--- config.mk ---
export PLATFORM = sky130hd
export DESIGN_NAME = cam_capture_ctrl_flat
export DESIGN_NICKNAME = d
export VERILOG_FILES = /design/src/rtl/cam_capture_ctrl_if.sv /design/src/rtl/cam_capture_ctrl.sv /design/src/flat_wrapper.sv
export SDC_FILE = /design/constraint.sdc
export NUM_CORES = 1
export LEC_CHECK = 0
export ABC_AREA = 1
export CORE_MARGIN = 8
export CORE_UTILIZATION = 46
export CTS_BUF_LIST = sky130_fd_sc_hd__clkbuf_4
export CTS_CLUSTER_SIZE = 10
export DETAILED_ROUTE_END_ITERATION = 8
export GPL_TIMING_DRIVEN = 0
export PLACE_DENSITY = 0.71
export SYNTH_ARGS = -nofsm -noshare
export SYNTH_HDL_FRONTEND = slang
export SYNTH_SLANG_ARGS = --single-unit
--- constraint.sdc ---
create_clock -name clk -period 3.9 [get_ports clk]
set_input_delay 0.39 -clock clk [delete_from_list [all_inputs] [get_ports clk]]
set_output_delay 0.39 -clock clk [all_outputs]
set_load 0.05 [all_outputs]
--- src/rtl/cam_capture_ctrl_if.sv ---
// Camera-to-frame-buffer capture bus.
// Groups the camera sync/byte inputs and the downsampler / frame-buffer
// side outputs of cam_capture_ctrl.
//   slave  : the capture controller (samples camera, drives pixel/write side)
//   master : the surrounding system (drives camera side, consumes writes)
interface cam_capture_ctrl_if #(
  parameter int ADDR_W = 15
) ();
  logic              capture_en;
  logic              vsync;
  logic              href;
  logic [7:0]        cam_data;
  logic [15:0]       pixel_word;
  logic              data_val;
  logic              wr_en;
  logic [ADDR_W-1:0] wr_addr;
  logic              frame_done;
  logic              short_frame;
  logic              byte_err;

  modport master (
    output capture_en, vsync, href, cam_data,
    input  pixel_word, data_val, wr_en, wr_addr,
           frame_done, short_frame, byte_err
  );

  modport slave (
    input  capture_en, vsync, href, cam_data,
    output pixel_word, data_val, wr_en, wr_addr,
           frame_done, short_frame, byte_err
  );
endinterface

--- src/rtl/cam_capture_ctrl.sv ---
// Camera capture sequencer.
// Watches VSYNC/HREF, pairs the byte-serial RGB565 stream into 16-bit
// words, strobes data_val into the RGB332 downsampler and issues the
// frame-buffer write (wr_en/wr_addr) one cycle later, aligned with the
// downsampler's registered output. Reports frame completion, short frames
// and unpaired bytes.
// Ports:
//   clk    camera pixel clock, all logic on posedge
//   rst_n  asynchronous active-low reset
//   bus    cam_capture_ctrl_if.slave: capture_en, vsync, href, cam_data in;
//          pixel_word, data_val, wr_en, wr_addr, frame_done, short_frame,
//          byte_err out
//
// state     | meaning
// ----------+-------------------------------------------------------------
// SYNC_WAIT | waiting for a VSYNC pulse; never captures a partial frame
// VS_ACTIVE | inside vertical blanking; frame starts on VSYNC fall
// LINE_WAIT | between lines, waiting for HREF
// BYTE_LO   | high byte latched, next byte completes the pixel
// BYTE_HI   | pixel complete, next byte is a new high byte
module cam_capture_ctrl #(
  parameter int H_PIX   = 176,
  parameter int V_LINES = 144,
  parameter int ADDR_W  = 15
) (
  input  logic               clk,
  input  logic               rst_n,
  cam_capture_ctrl_if.slave  bus
);

  localparam int COL_W = $clog2(H_PIX + 1);
  localparam int ROW_W = $clog2(V_LINES + 1);

  localparam logic [COL_W-1:0]  H_LIM    = COL_W'(H_PIX);
  localparam logic [ROW_W-1:0]  V_LIM    = ROW_W'(V_LINES);
  localparam logic [ADDR_W-1:0] H_STEP   = ADDR_W'(H_PIX);
  localparam logic [ADDR_W-1:0] ADDR_ONE = ADDR_W'(1);
  localparam logic [COL_W-1:0]  COL_ONE  = COL_W'(1);
  localparam logic [ROW_W-1:0]  ROW_ONE  = ROW_W'(1);

  typedef enum logic [2:0] {
    SYNC_WAIT,
    VS_ACTIVE,
    LINE_WAIT,
    BYTE_LO,
    BYTE_HI
  } state_t;

  state_t            state_q;
  logic [7:0]        hi_byte_q;
  logic [COL_W-1:0]  col_q;
  logic [ROW_W-1:0]  row_q;
  logic [ADDR_W-1:0] base_q;
  logic [ADDR_W-1:0] addr_q;
  logic [ADDR_W-1:0] dv_addr_q;
  logic [15:0]       pixel_word_q;
  logic              data_val_q;
  logic              wr_en_q;
  logic [ADDR_W-1:0] wr_addr_q;
  logic              frame_done_q;
  logic              short_frame_q;
  logic              byte_err_q;

  logic in_line;
  logic frame_end;
  logic line_end;
  logic store_pix;

  // VSYNC is low for the whole active frame, so seeing it high in any
  // active state is the rising edge that ends the frame.
  assign in_line   = (state_q == BYTE_LO) || (state_q == BYTE_HI);
  assign frame_end = bus.vsync && (in_line || (state_q == LINE_WAIT));
  assign line_end  = !bus.vsync && !bus.href && in_line;
  assign store_pix = (col_q < H_LIM) && (row_q < V_LIM);

  always_ff @(posedge clk or negedge rst_n) begin
    if (!rst_n) begin
      state_q       <= SYNC_WAIT;
      hi_byte_q     <= '0;
      col_q         <= '0;
      row_q         <= '0;
      base_q        <= '0;
      addr_q        <= '0;
      dv_addr_q     <= '0;
      pixel_word_q  <= '0;
      data_val_q    <= 1'b0;
      wr_en_q       <= 1'b0;
      wr_addr_q     <= '0;
      frame_done_q  <= 1'b0;
      short_frame_q <= 1'b0;
      byte_err_q    <= 1'b0;
    end else begin
      data_val_q   <= 1'b0;
      frame_done_q <= 1'b0;
      // Downsampler output lands one cycle after data_val; follow it.
      wr_en_q      <= data_val_q;
      wr_addr_q    <= dv_addr_q;

      case (state_q)
        SYNC_WAIT: begin
          if (bus.vsync) state_q <= VS_ACTIVE;
        end

        VS_ACTIVE: begin
          if (!bus.vsync) begin
            if (bus.capture_en) begin
              state_q       <= LINE_WAIT;
              row_q         <= '0;
              col_q         <= '0;
              base_q        <= '0;
              addr_q        <= '0;
              short_frame_q <= 1'b0;
              byte_err_q    <= 1'b0;
            end else begin
              state_q <= SYNC_WAIT;
            end
          end
        end

        LINE_WAIT: begin
          if (bus.vsync) begin
            state_q <= VS_ACTIVE;
          end else if (bus.href) begin
            hi_byte_q <= bus.cam_data;
            state_q   <= BYTE_LO;
          end
        end

        BYTE_LO: begin
          if (bus.vsync) begin
            state_q    <= VS_ACTIVE;
            byte_err_q <= 1'b1;
          end else if (bus.href) begin
            pixel_word_q <= {hi_byte_q, bus.cam_data};
            state_q      <= BYTE_HI;
            if (store_pix) begin
              data_val_q <= 1'b1;
              dv_addr_q  <= addr_q;
              addr_q     <= addr_q + ADDR_ONE;
              col_q      <= col_q + COL_ONE;
            end
          end else begin
            // Odd byte count: the pending high byte is dropped.
            byte_err_q <= 1'b1;
            state_q    <= LINE_WAIT;
          end
        end

        BYTE_HI: begin
          if (bus.vsync) begin
            state_q <= VS_ACTIVE;
          end else if (bus.href) begin
            hi_byte_q <= bus.cam_data;
            state_q   <= BYTE_LO;
          end else begin
            state_q <= LINE_WAIT;
          end
        end

        default: state_q <= SYNC_WAIT;
      endcase

      // Every line advances the base by a full line, so a short line
      // leaves a gap and each row always starts at row*H_PIX.
      if (line_end && (row_q < V_LIM)) begin
        row_q  <= row_q + ROW_ONE;
        base_q <= base_q + H_STEP;
        addr_q <= base_q + H_STEP;
        col_q  <= '0;
      end

      if (frame_end) begin
        frame_done_q <= 1'b1;
        if (row_q < V_LIM) short_frame_q <= 1'b1;
      end
    end
  end

  assign bus.pixel_word  = pixel_word_q;
  assign bus.data_val    = data_val_q;
  assign bus.wr_en       = wr_en_q;
  assign bus.wr_addr     = wr_addr_q;
  assign bus.frame_done  = frame_done_q;
  assign bus.short_frame = short_frame_q;
  assign bus.byte_err    = byte_err_q;

endmodule

--- src/flat_wrapper.sv ---
// flat-port wrapper written by rule: the top's interface ports become plain ports
module cam_capture_ctrl_flat 
#(
  parameter int H_PIX   = 176,
  parameter int V_LINES = 144,
  parameter int ADDR_W  = 15
)
  (clk, rst_n, bus_capture_en, bus_vsync, bus_href, bus_cam_data, bus_pixel_word, bus_data_val, bus_wr_en, bus_wr_addr, bus_frame_done, bus_short_frame, bus_byte_err);
  cam_capture_ctrl_if #(.ADDR_W(ADDR_W)) bus_i ();
  input  logic clk;
  input  logic rst_n;
  input wire logic [$bits(bus_i.capture_en)-1:0] bus_capture_en;
  input wire logic [$bits(bus_i.vsync)-1:0] bus_vsync;
  input wire logic [$bits(bus_i.href)-1:0] bus_href;
  input wire logic [$bits(bus_i.cam_data)-1:0] bus_cam_data;
  output wire logic [$bits(bus_i.pixel_word)-1:0] bus_pixel_word;
  output wire logic [$bits(bus_i.data_val)-1:0] bus_data_val;
  output wire logic [$bits(bus_i.wr_en)-1:0] bus_wr_en;
  output wire logic [$bits(bus_i.wr_addr)-1:0] bus_wr_addr;
  output wire logic [$bits(bus_i.frame_done)-1:0] bus_frame_done;
  output wire logic [$bits(bus_i.short_frame)-1:0] bus_short_frame;
  output wire logic [$bits(bus_i.byte_err)-1:0] bus_byte_err;
  assign bus_i.capture_en = bus_capture_en;
  assign bus_i.vsync = bus_vsync;
  assign bus_i.href = bus_href;
  assign bus_i.cam_data = bus_cam_data;
  assign bus_pixel_word = bus_i.pixel_word;
  assign bus_data_val = bus_i.data_val;
  assign bus_wr_en = bus_i.wr_en;
  assign bus_wr_addr = bus_i.wr_addr;
  assign bus_frame_done = bus_i.frame_done;
  assign bus_short_frame = bus_i.short_frame;
  assign bus_byte_err = bus_i.byte_err;
  cam_capture_ctrl #(.H_PIX(H_PIX), .V_LINES(V_LINES), .ADDR_W(ADDR_W)) u_core (.clk(clk), .rst_n(rst_n), .bus(bus_i));
endmodule
==> results of run 1 <==
cell usage after synthesis:
master     instances  share of area [%]
nand4_1           12                1.6
o21bai_1           1               0.16
xor2_1             9                1.7
a21oi_1            5               0.53
or2_2              2               0.26
nor2_2             2               0.26
nor2_1            32                2.5
nor3_2             2               0.42
nand2_2            3               0.40
ha_1               4                1.1
nand3b_1           1               0.16
nor3_1             2               0.21
o2111ai_1          1               0.18
o31ai_1            1               0.16
a31oi_1            1               0.13
buf_2              5               0.53
buf_4              4               0.63
nand3_4            1               0.37
clkbuf_1           4               0.32
o22ai_1            3               0.40
inv_1             54                4.3
o21ai_0           42                4.4
nand3_1           37                3.9
buf_6              1               0.24
nand2_1          208                 16
nand3_2            5                1.1
inv_2              5               0.40
o21ai_1           20                2.1
a21boi_0           1               0.16
dfrtp_1          104                 55
cells by family after synthesis:
kind of cell,share of synthesized area (%)
DFF,54.95
xor gates and xnor gates,1.665
and+or+nand+nor,27.66
buffers and inverters,6.393
adders and majority gates,1.057
AOI/OAI and AO/OA,8.270
cell type report:
cell class | instances | area [um^2]
clock buffers | 11 | 82.58
plain buffers | 14 | 81.33
flip-flops and latches | 104 | 2603
well taps | 136 | 170.2
fillers | 899 | 4593
repair buffers | 50 | 515.5
multi-input cells | 395 | 1831
inverters | 59 | 221.5
clock inverters | 5 | 41.29
power breakdown:
group	switching, mW	total [mW]	internal, mW
Sequential	0.170	1.48	1.31
Clock	0.359	0.511	0.152
Combinational	0.865	1.27	0.403
worst paths after layout:
path,slack (ps),from,cells past startpoint,endpoint
setup reg to reg,2090,u_core.state_q[2],10,u_core.addr_q[10]
setup / recovery,1820,u_core.bus.pixel_word[11],1,bus_pixel_word[11]
min in group asynchronous,460,rst_n,2,u_core.bus.wr_addr[12]
max in group asynchronous,2720,rst_n,3,u_core.bus.short_frame
hold reg to reg,380,u_core.dv_addr_q[9],0,u_core.bus.wr_addr[9]
hold / removal,380,u_core.dv_addr_q[9],0,u_core.bus.wr_addr[9]
routing by layer:
metal	share of wire [%]	track usage, %
met5	0	0
met4	0.91	4.163
met3	5.7	3.981
met2	47	25.72
met1	46	19.72
cell usage in the layout (no fill, tap or decap), types with 3 or more instances in the layout:
cell             Yosys  layout
a21oi_1              5       5
buf_2                5       5
buf_4                4       5
clkbuf_1             4       4
clkbuf_4             0      11
clkdlybuf4s50_1      0      47
dfrtp_1            104     104
ha_1                 4       4
inv_1               54      54
inv_2                5       5
nand2_1            208     208
nand2_2              3       3
nand3_1             37      37
nand3_2              5       5
nand4_1             12      12
nor2_1              32      32
o21ai_0             42      42
o21ai_1             20      20
o22ai_1              3       3
xor2_1               9       9
sequential cells by signal, indices dropped and copies added, names as in the netlist:
name	flops
u_core.addr_q	15
u_core.base_q	11
u_core.bus.byte_err	1
u_core.bus.data_val	1
u_core.bus.frame_done	1
u_core.bus.pixel_word	16
u_core.bus.short_frame	1
u_core.bus.wr_addr	15
u_core.bus.wr_en	1
u_core.col_q	8
u_core.dv_addr_q	15
u_core.hi_byte_q	8
u_core.row_q	8
u_core.state_q	3
metrics by stage:
| stage | hold slack (ps) | setup TNS (ps) |
|---|---|---|
| 2_1_floorplan | 94.41 | 0 |
| 3_3_place_gp | 355.5 | -145140 |
| 3_5_place_dp | 360.1 | 0 |
| 4_1_cts | 386.1 | 0 |
| 5_1_grt | 411.0 | 0 |
| 6_report | 382.5 | 0 |
timing repair:
item,in CTS,in global routing
hold buffers,1,0
setup buffers,0,0
endpoints found under the hold margin,46,0
==> impl_metrics.py, run 1 <==
metrics = {
    "grt": {
        "grt_max_degree": 59,
        "grt-ovfl-total": 0,
        "antenna_found_initial": 0,
        "grt_pass1_vias": 3956,
        "grt_util_all_layers_pct": 15.53,
        "grt_pass1_wl_mm": 18.23,
    },
    "layout": {
        "area_growth_pct": 17.09,
        "utilization_pct": 54.70,
        "stdcell_area_um2": 5545,
        "drive_gt1_share_pct": 7.524,
        "final_nets": 650,
        "n_antenna_cell": 0,
        "finalNonFillerCells": 774,
    },
    "placement": {
        "place.detailed.hpwl_mm": 7.658,
        "numPortBuffers": 48,
        "place_inst": 757,
        "gp_congestion": 0.8099,
        "dpl_cell_area_um2": 5411,
        "place_ws_ps": 1646,
    },
    "logic_synthesis": {
        "ys_warn_count": 0,
        "ys_seq_area_share_pct": 54.95,
        "netlist_area_um2": 4736,
        "ys_ff_latch": 104,
        "avgSynthCellArea_um2": 8.279,
        "syn_nets": 589,
        "synth_cell_types": 30,
        "synthCells": 572,
    },
    "sta": {
        "min_period_ps": 2076,
        "fmax_mhz": 481.6,
        "maxSlewHeadroom_pct": 60.36,
        "hold_viol": 0,
        "finalMaxSlewViolations": 0,
        "max_slew.worst_pin.slew_ps": 594.6,
        "setup_viol": 0,
        "finClkSkew_ps": 25.66,
        "layout_setup_ws_ps": 1824,
        "rsz0062_at_grt": "no",
        "fin_crit_sh_pct": 53.24,
    },
    "clock_tree": {
        "cts_max_level": 3,
        "clk_path_buf_depth": 2,
        "clk_pin_slew_worst_paths_ps": 170,
        "cts_resized": 0,
        "cts_sinks": 104,
        "cts_buffers": 9,
        "worst_skew_pair.late_latency_ps": 440,
        "tritoncts": "built",
        "cts-root-buf": "clkbuf_4",
    },
    "setup_path": {
        "worstPathMaxFanout": 2,
        "crit_path_max_incr_delay_ps": 840,
        "critical_path_buf_inv_count": 1,
        "cp_slowest_cell": "clkdlybuf4s50_1",
        "critical_path.top_delay_family": "buffers and inverters",
        "critPathKind": "register to output pin",
        "required_ps": 3510,
        "cp-end-kind": "output pin",
        "crit_arrival_ps": 1690,
        "path_cells": "clkdlybuf4s50_1",
        "cp-start-kind": "register",
    },
    "drt": {
        "viasPerCell": 5.021,
        "wl_mm": 10.44,
        "first_pass_iters": 5,
        "drtAntennaViolNets": 0,
        "drt-initial-drc-count": 218,
        "wl_per_cell_um": 13.49,
        "drc": 0,
        "via_count": 3886,
    },
    "status": {
        "status": "finished, final reports clean",
    },
    "pwr": {
        "peakVddDrop_v": 0.0004695,
        "leakagePower_nw": 2.705,
        "p_per_area_nw_per_um2": 588.1,
        "power.total_mw": 3.261,
    },
    "die": {
        "die_area_um2": 13800,
        "num_io_pins": 49,
        "start_util_pct": 46.71,
        "row_count": 37,
        "die_w_um": 117.5,
        "die_h_um": 117.5,
        "core_area_um2": 10140,
    },
    "job": {
        "drv_cap": 0,
    },
    "min_path": {
        "hold_class": "register to register",
    },
}
(Power assumes the default switching activity.)
==> run 2: changes to the inputs <==
Clock period 3.9 ns to 2.17 ns, I/O delays scaled along.
==> results of run 2 <==
The final DEF is identical to that of run 1. Status: finished, final reports clean.
Main changes from that run: setup slack after placement 1646 ps -> 88.84 ps; setup slack after layout 1824 ps -> 266.5 ps; hold slack 382.5 ps -> 284.7 ps; register-to-register setup slack 2090 ps -> 360 ps; total power 3.261 mW -> 5.862 mW; worst IR drop on VDD 0.0004695 V -> 0.0008439 V
